<file path="src/rtl/sdram_ctrl.sv">
// SDRAM command controller: mode-register program, ACTIVATE, burst READ/WRITE, PRECHARGE.
// Data buses stay outside; EnWData/EnRData tell the host when data moves.
module sdram_ctrl (
    input  logic        clock,
    input  logic        bar_reset,
    input  logic        Status,
    input  logic        Write,
    input  logic [2:0]  Burst,
    input  logic [31:0] Addr_32,
    input  logic [9:0]  ProgramData,
    output logic        Ready,
    output logic        EnWData,
    output logic        EnRData,
    output logic        bar_CS,
    output logic        bar_RAS,
    output logic        bar_CAS,
    output logic        bar_WE,
    output logic [1:0]  BS,
    output logic [9:0]  A,
    output logic [2:0]  state,
    output logic [3:0]  CountOut
);

    typedef enum logic [2:0] {
        S_PROGRAM   = 3'd0,
        S_IDLE      = 3'd1,
        S_ACTIVATE  = 3'd2,
        S_READ      = 3'd3,
        S_WRITE     = 3'd4,
        S_PRECHARGE = 3'd5
    } state_t;

    // {CS, RAS, CAS, WE}
    localparam logic [3:0] CMD_NOP   = 4'b0111;
    localparam logic [3:0] CMD_ACT   = 4'b0011;
    localparam logic [3:0] CMD_RD    = 4'b0101;
    localparam logic [3:0] CMD_WR    = 4'b0100;
    localparam logic [3:0] CMD_PRE   = 4'b0010;
    localparam logic [3:0] CMD_MRS   = 4'b0000;
    localparam logic [3:0] CMD_DESEL = 4'b1111;

    state_t     st;
    logic [3:0] cmd;

    logic [2:0] t_pre;
    logic [2:0] t_cas;
    logic [3:0] t_wait;

    logic       req_write;
    logic [2:0] req_burst;
    logic [1:0] req_bank;
    logic [9:0] req_col;

    logic [3:0] cnt_dec;
    logic [3:0] burst_len;
    logic       unused_bits;

    assign {bar_CS, bar_RAS, bar_CAS, bar_WE} = cmd;
    assign state       = st;
    assign cnt_dec     = CountOut - 4'd1;
    assign burst_len   = {1'b0, req_burst} + 4'd1;
    assign unused_bits = ^{Addr_32[31:22], ProgramData[9:7]};

    always_ff @(posedge clock) begin
        if (!bar_reset) begin
            st        <= S_PROGRAM;
            cmd       <= CMD_DESEL;
            Ready     <= 1'b0;
            EnWData   <= 1'b0;
            EnRData   <= 1'b0;
            BS        <= 2'd0;
            A         <= 10'd0;
            CountOut  <= 4'd0;
            t_pre     <= 3'd1;
            t_cas     <= 3'd1;
            t_wait    <= 4'd1;
            req_write <= 1'b0;
            req_burst <= 3'd0;
            req_bank  <= 2'd0;
            req_col   <= 10'd0;
        end else begin
            cmd <= CMD_NOP;
            case (st)
                // The reset cycle leaves DESEL on the pins; the first cycle out of reset
                // is the MRS, the next one moves to IDLE.
                S_PROGRAM: begin
                    if (cmd == CMD_DESEL) begin
                        cmd    <= CMD_MRS;
                        A      <= ProgramData;
                        BS     <= 2'd0;
                        t_pre  <= {1'b0, ProgramData[1:0]} + 3'd1;
                        t_cas  <= {1'b0, ProgramData[3:2]} + 3'd1;
                        t_wait <= {1'b0, ProgramData[6:4]} + 4'd1;
                    end else begin
                        st    <= S_IDLE;
                        Ready <= 1'b1;
                    end
                end

                S_IDLE: begin
                    if (Status) begin
                        req_write <= Write;
                        req_burst <= Burst;
                        req_bank  <= Addr_32[21:20];
                        req_col   <= Addr_32[9:0];
                        cmd       <= CMD_ACT;
                        BS        <= Addr_32[21:20];
                        A         <= Addr_32[19:10];
                        CountOut  <= {1'b0, t_pre};
                        Ready     <= 1'b0;
                        st        <= S_ACTIVATE;
                    end
                end

                S_ACTIVATE: begin
                    if (CountOut == 4'd1) begin
                        A  <= req_col;
                        BS <= req_bank;
                        if (req_write) begin
                            cmd      <= CMD_WR;
                            CountOut <= burst_len;
                            EnWData  <= 1'b1;
                            st       <= S_WRITE;
                        end else begin
                            // read data arrives tCAS cycles after RD, then streams burst_len beats
                            cmd      <= CMD_RD;
                            CountOut <= {1'b0, t_cas} + burst_len;
                            EnRData  <= 1'b0;
                            st       <= S_READ;
                        end
                    end else begin
                        CountOut <= cnt_dec;
                    end
                end

                S_WRITE, S_READ: begin
                    if (CountOut == 4'd1) begin
                        cmd      <= CMD_PRE;
                        BS       <= req_bank;
                        A        <= 10'd0;
                        CountOut <= t_wait;
                        EnWData  <= 1'b0;
                        EnRData  <= 1'b0;
                        st       <= S_PRECHARGE;
                    end else begin
                        CountOut <= cnt_dec;
                        EnWData  <= (st == S_WRITE);
                        EnRData  <= (st == S_READ) && (cnt_dec <= burst_len);
                    end
                end

                S_PRECHARGE: begin
                    if (CountOut == 4'd1) begin
                        CountOut <= 4'd0;
                        Ready    <= 1'b1;
                        st       <= S_IDLE;
                    end else begin
                        CountOut <= cnt_dec;
                    end
                end

                default: begin
                    CountOut <= 4'd0;
                    EnWData  <= 1'b0;
                    EnRData  <= 1'b0;
                    Ready    <= 1'b1;
                    st       <= S_IDLE;
                end
            endcase
        end
    end

endmodule

</file>
<file path="config.mk">
export PLATFORM = sky130hd
export DESIGN_NAME = sdram_ctrl
export DESIGN_NICKNAME = d
export VERILOG_FILES = /design/src/rtl/sdram_ctrl.sv
export SDC_FILE = /design/constraint.sdc
export NUM_CORES = 1
export LEC_CHECK = 0
export ABC_AREA = 1
export CORE_UTILIZATION = 50
export CTS_BUF_LIST = sky130_fd_sc_hd__clkbuf_4
export DETAILED_ROUTE_END_ITERATION = 16
export GPL_TIMING_DRIVEN = 0
export HOLD_SLACK_MARGIN = 0.1
export MAX_ROUTING_LAYER = met4
export PLACE_DENSITY = 0.78
export SLEW_MARGIN = 20
export SYNTH_ARGS = -nofsm -noshare
export SYNTH_HDL_FRONTEND = slang
export SYNTH_SLANG_ARGS = --single-unit
</file>
<file path="constraint.sdc">
create_clock -name clock -period 2.1 [get_ports clock]
set_input_delay 0.525 -clock clock [delete_from_list [all_inputs] [get_ports clock]]
set_output_delay 0.525 -clock clock [all_outputs]
set_load 0.05 [all_outputs]
</file>
==> impl_metrics.env <==
export IMPL_cp_depth=1
export IMPL_cp_slowest_cell="clkdlybuf4s50_1"
export IMPL_io_buffers=64
export IMPL_cts_root_buffer="clkbuf_4"
export IMPL_synth_xor_area_share_pct=0.621
export IMPL_dp_cells=521
export IMPL_syn_inst=387
export IMPL_setup_violations=0
export IMPL_crit_chain="clkdlybuf4s50_1"
export IMPL_skew_ns=0.00777
export IMPL_avgSynthCellArea_sq_um=7.29
export IMPL_vias=2769
export IMPL_fin_crit_sh_pct=98.4
export IMPL_crit_fanout=2
export IMPL_power_net_switching_mw=2.98
export IMPL_end_kind="primary output"
export IMPL_cts_clk_slew_worst_paths_ns=0.16
export IMPL_holdBufCountCts=0
export IMPL_p_per_area_mw_per_mm2=1580
export IMPL_path_class="flop to primary output"
export IMPL_muxShareOfSynthArea_pct=0
export IMPL_fin_area_sq_mm=0.00365
export IMPL_drv_cap=0
export IMPL_synthTopCellsByArea="dfxtp_1 37%, nand2_1 8.6%, o21ai_0 8.0%, ha_1 5.8%, a21oi_1 5.0%"
export IMPL_path_delay_family="buffers and inverters"
export IMPL_viasPerCell=5.23
export IMPL_drive_gt1_share_pct=13.5
export IMPL_combPwrFrac_pct=62.8
export IMPL_rsz0062_at_grt="false"
export IMPL_synthDominantCellAreaShare_pct=36.9
export IMPL_postCtsSetupBuffers=0
export IMPL_synthFlopType="dfxtp_1"
export IMPL_cts_sinks=52
export IMPL_yosys_warnings=0
export IMPL_hold_viol=0
export IMPL_rows=26
export IMPL_power_frac_seq_pct=26.6
export IMPL_r2r_end="EnRData"
export IMPL_fin_tns_setup_ns=0
export IMPL_synth_seq_cells=52
export IMPL_antenna_found_initial=0
export IMPL_gp_congestion=0.896
export IMPL_maxSlewViolCount=0
export IMPL_crit_buf_inv=1
export IMPL_fin_crit_ns=2.07
export IMPL_slew_headroom_pct=64.5
export IMPL_clockBufferDepth=2
export IMPL_cp_start_kind="flop"
export IMPL_worstHoldPathType="flop to flop"
export IMPL_synth_fa_ha_area_share_pct=6.47
export IMPL_crit_path_end="A[9]"
export IMPL_synth_compound_area_share_pct=20.2
export IMPL_start_util_pct=53.6
export IMPL_synth_area_leader_cell="dfxtp_1"
export IMPL_ir_worst_vdd_mv=0.726
export IMPL_p_leak_nw=1.71
export IMPL_syn_area_sq_mm=0.00282
export IMPL_insertion_delay_ns=0.38
export IMPL_cp_data_required_time_ns=1.57
export IMPL_yosysUniqueCellTypes=35
export IMPL_synth_common_cells="65 x nand2_1, 52 x dfxtp_1, 45 x o21ai_0"
export IMPL_die_area_sq_mm=0.00595
export IMPL_htreeDepth=2
export IMPL_cts_buffers=5
export IMPL_max_stage_delay_ns=0.80
export IMPL_grt_max_degree=18
export IMPL_startpoint="A[9]"
export IMPL_status="completed"
export IMPL_rr_startpoint="CountOut[0]"
export IMPL_hpwl_mm=5.58
export IMPL_yosysMostFrequentCell="nand2_1"
export IMPL_synth_top_family_by_area="simple AND/OR/NAND/NOR gates"
export IMPL_synth_edf_count=0
export IMPL_p_int_mw=2.80
export IMPL_switching_share_pct=51.5
export IMPL_seq_area_frac_synth_pct=36.9
export IMPL_ant_nets=0
export IMPL_die_y_um=77.1
export IMPL_regToRegSetupSlack_ns=0.15
export IMPL_reg2regPathDepth=12
export IMPL_drt_total_wl_mm=7.22
export IMPL_drt_iter0_drc=239
export IMPL_tightest_slew_ns=0.533
export IMPL_synth_net_count=450
export IMPL_clkPwrFrac_pct=10.6
export IMPL_dieWidth_um=77.1
export IMPL_dr_pass1_iters=4
export IMPL_critical_path_arrival_ns=1.54
export IMPL_fmax_ghz=0.484
export IMPL_grt_ovfl_total=0
export IMPL_cts_tree="yes"
export IMPL_drc=0
export IMPL_core_sq_mm=0.00527
export IMPL_async_flop_share_pct=0
export IMPL_grt_usage_pct=26.8
export IMPL_syn2layout_area_growth_pct=29.4
export IMPL_antenna_cells=0
export IMPL_grt_pass1_wl_mm=12.3
export IMPL_first_global_vias=2607
export IMPL_synth_simple_area_share_pct=26.7
export IMPL_final_cells=529
export IMPL_post_drt_wl_per_cell_um=13.6
export IMPL_place_area_sq_mm=0.00355
export IMPL_boundaryPins=75
export IMPL_nNetsFinal=521
-- cell type report --
| type | instances | area [sq um] |
|---|---|---|
| fill | 477 | 1620 |
| multi-input combinational | 274 | 1520 |
| sequential | 52 | 1040 |
| timing repair buffer | 64 | 658 |
| inverter | 47 | 181 |
| tap | 70 | 87.6 |
| buffer | 14 | 77.6 |
| clock inverter | 3 | 46.3 |
| clock buffer | 5 | 37.5 |
-- how the worst min path moves through the flow --
stage	from	slack, ns	to	cells past startpoint
final	req_col[1]	0.46	req_col[1]	2
after global routing	req_col[1]	0.48	req_col[1]	2
after CTS	req_col[1]	0.46	req_col[1]	2
after detailed placement	req_col[1]	0.44	req_col[1]	2
after global placement	req_col[4]	0.43	req_col[4]	2
after floorplan	req_col[1]	0.42	req_col[1]	2
-- cell usage in the layout (no fill, tap or decap), drive strengths merged, types with 3 or more instances in the layout --
cell type      instances
a21oi                 37
buf                    8
clkbuf                11
clkdlybuf4s50         42
dfxtp                 52
dlygate4sd2           10
dlymetal6s2s          12
ha                    13
inv                   48
nand2                 73
nand3                 22
nand4                  4
nor2                  48
nor3                   4
o211ai                 3
o21ai                 58
-- through the flow --
stage | worst slack (ns) | utilization, % | hold WS [ns] | power (mW)
floorplan | 0.0641 | - | 0.425 | 4.26
global placement | 0.0216 | 67.4 | 0.433 | 5.15
detailed placement | -0.00324 | 67.4 | 0.440 | 5.24
CTS | 0.0000611 | 68.8 | 0.460 | 5.78
global route | 0.00154 | 69.3 | 0.478 | 6.22
finish | 0.0341 | 69.3 | 0.458 | 5.78
-- cells by family after synthesis --
family                     count (synthesis)
xor gates and xnor gates                   2
and+or+nand+nor                          155
adders and majority gates                 14
AOI/OAI and AO/OA                        103
buffers and inverters                     61
DFF                                       52
-- power groups by stage --
stage | clock [mW] | sequential, mW | combinational, mW
2_1_floorplan | 0 | 2.11 | 2.15
3_5_place_dp | 0 | 1.56 | 3.68
5_1_grt | 0.642 | 1.57 | 4.01
6_report | 0.610 | 1.54 | 3.63
3_3_place_gp | 0 | 1.56 | 3.59
4_1_cts | 0.609 | 1.54 | 3.64
-- state kept, by name, indices dropped and copies added (netlist names) --
| signal | count |
|---|---|
| t_wait | 4 |
| req_write | 1 |
| t_pre | 3 |
| req_col | 10 |
| A | 10 |
| req_burst | 3 |
| req_bank | 2 |
| BS | 2 |
| Ready | 1 |
| t_cas | 3 |
| EnWData | 1 |
| CountOut | 4 |
| state | 3 |
| cmd | 4 |
| EnRData | 1 |
-- per-layer routing --
| metal | share of wire, % | vias up | track usage [%] |
|---|---|---|---|
| met5 | 0 | - | - |
| met4 | 1.5 | 0 | 8.30 |
| met3 | 4.4 | 8 | 4.05 |
| met2 | 49 | 83 | 45.7 |
| met1 | 45 | 1269 | 32.5 |
| li1 | - | 1409 | - |
-- repair_timing --
action                                  in CTS  in global routing
hold endpoints to repair                     0                  0
endpoints found under the setup margin      10                 12
gates resized for setup                     10                 12
Power figures use the tool's default switching activity.
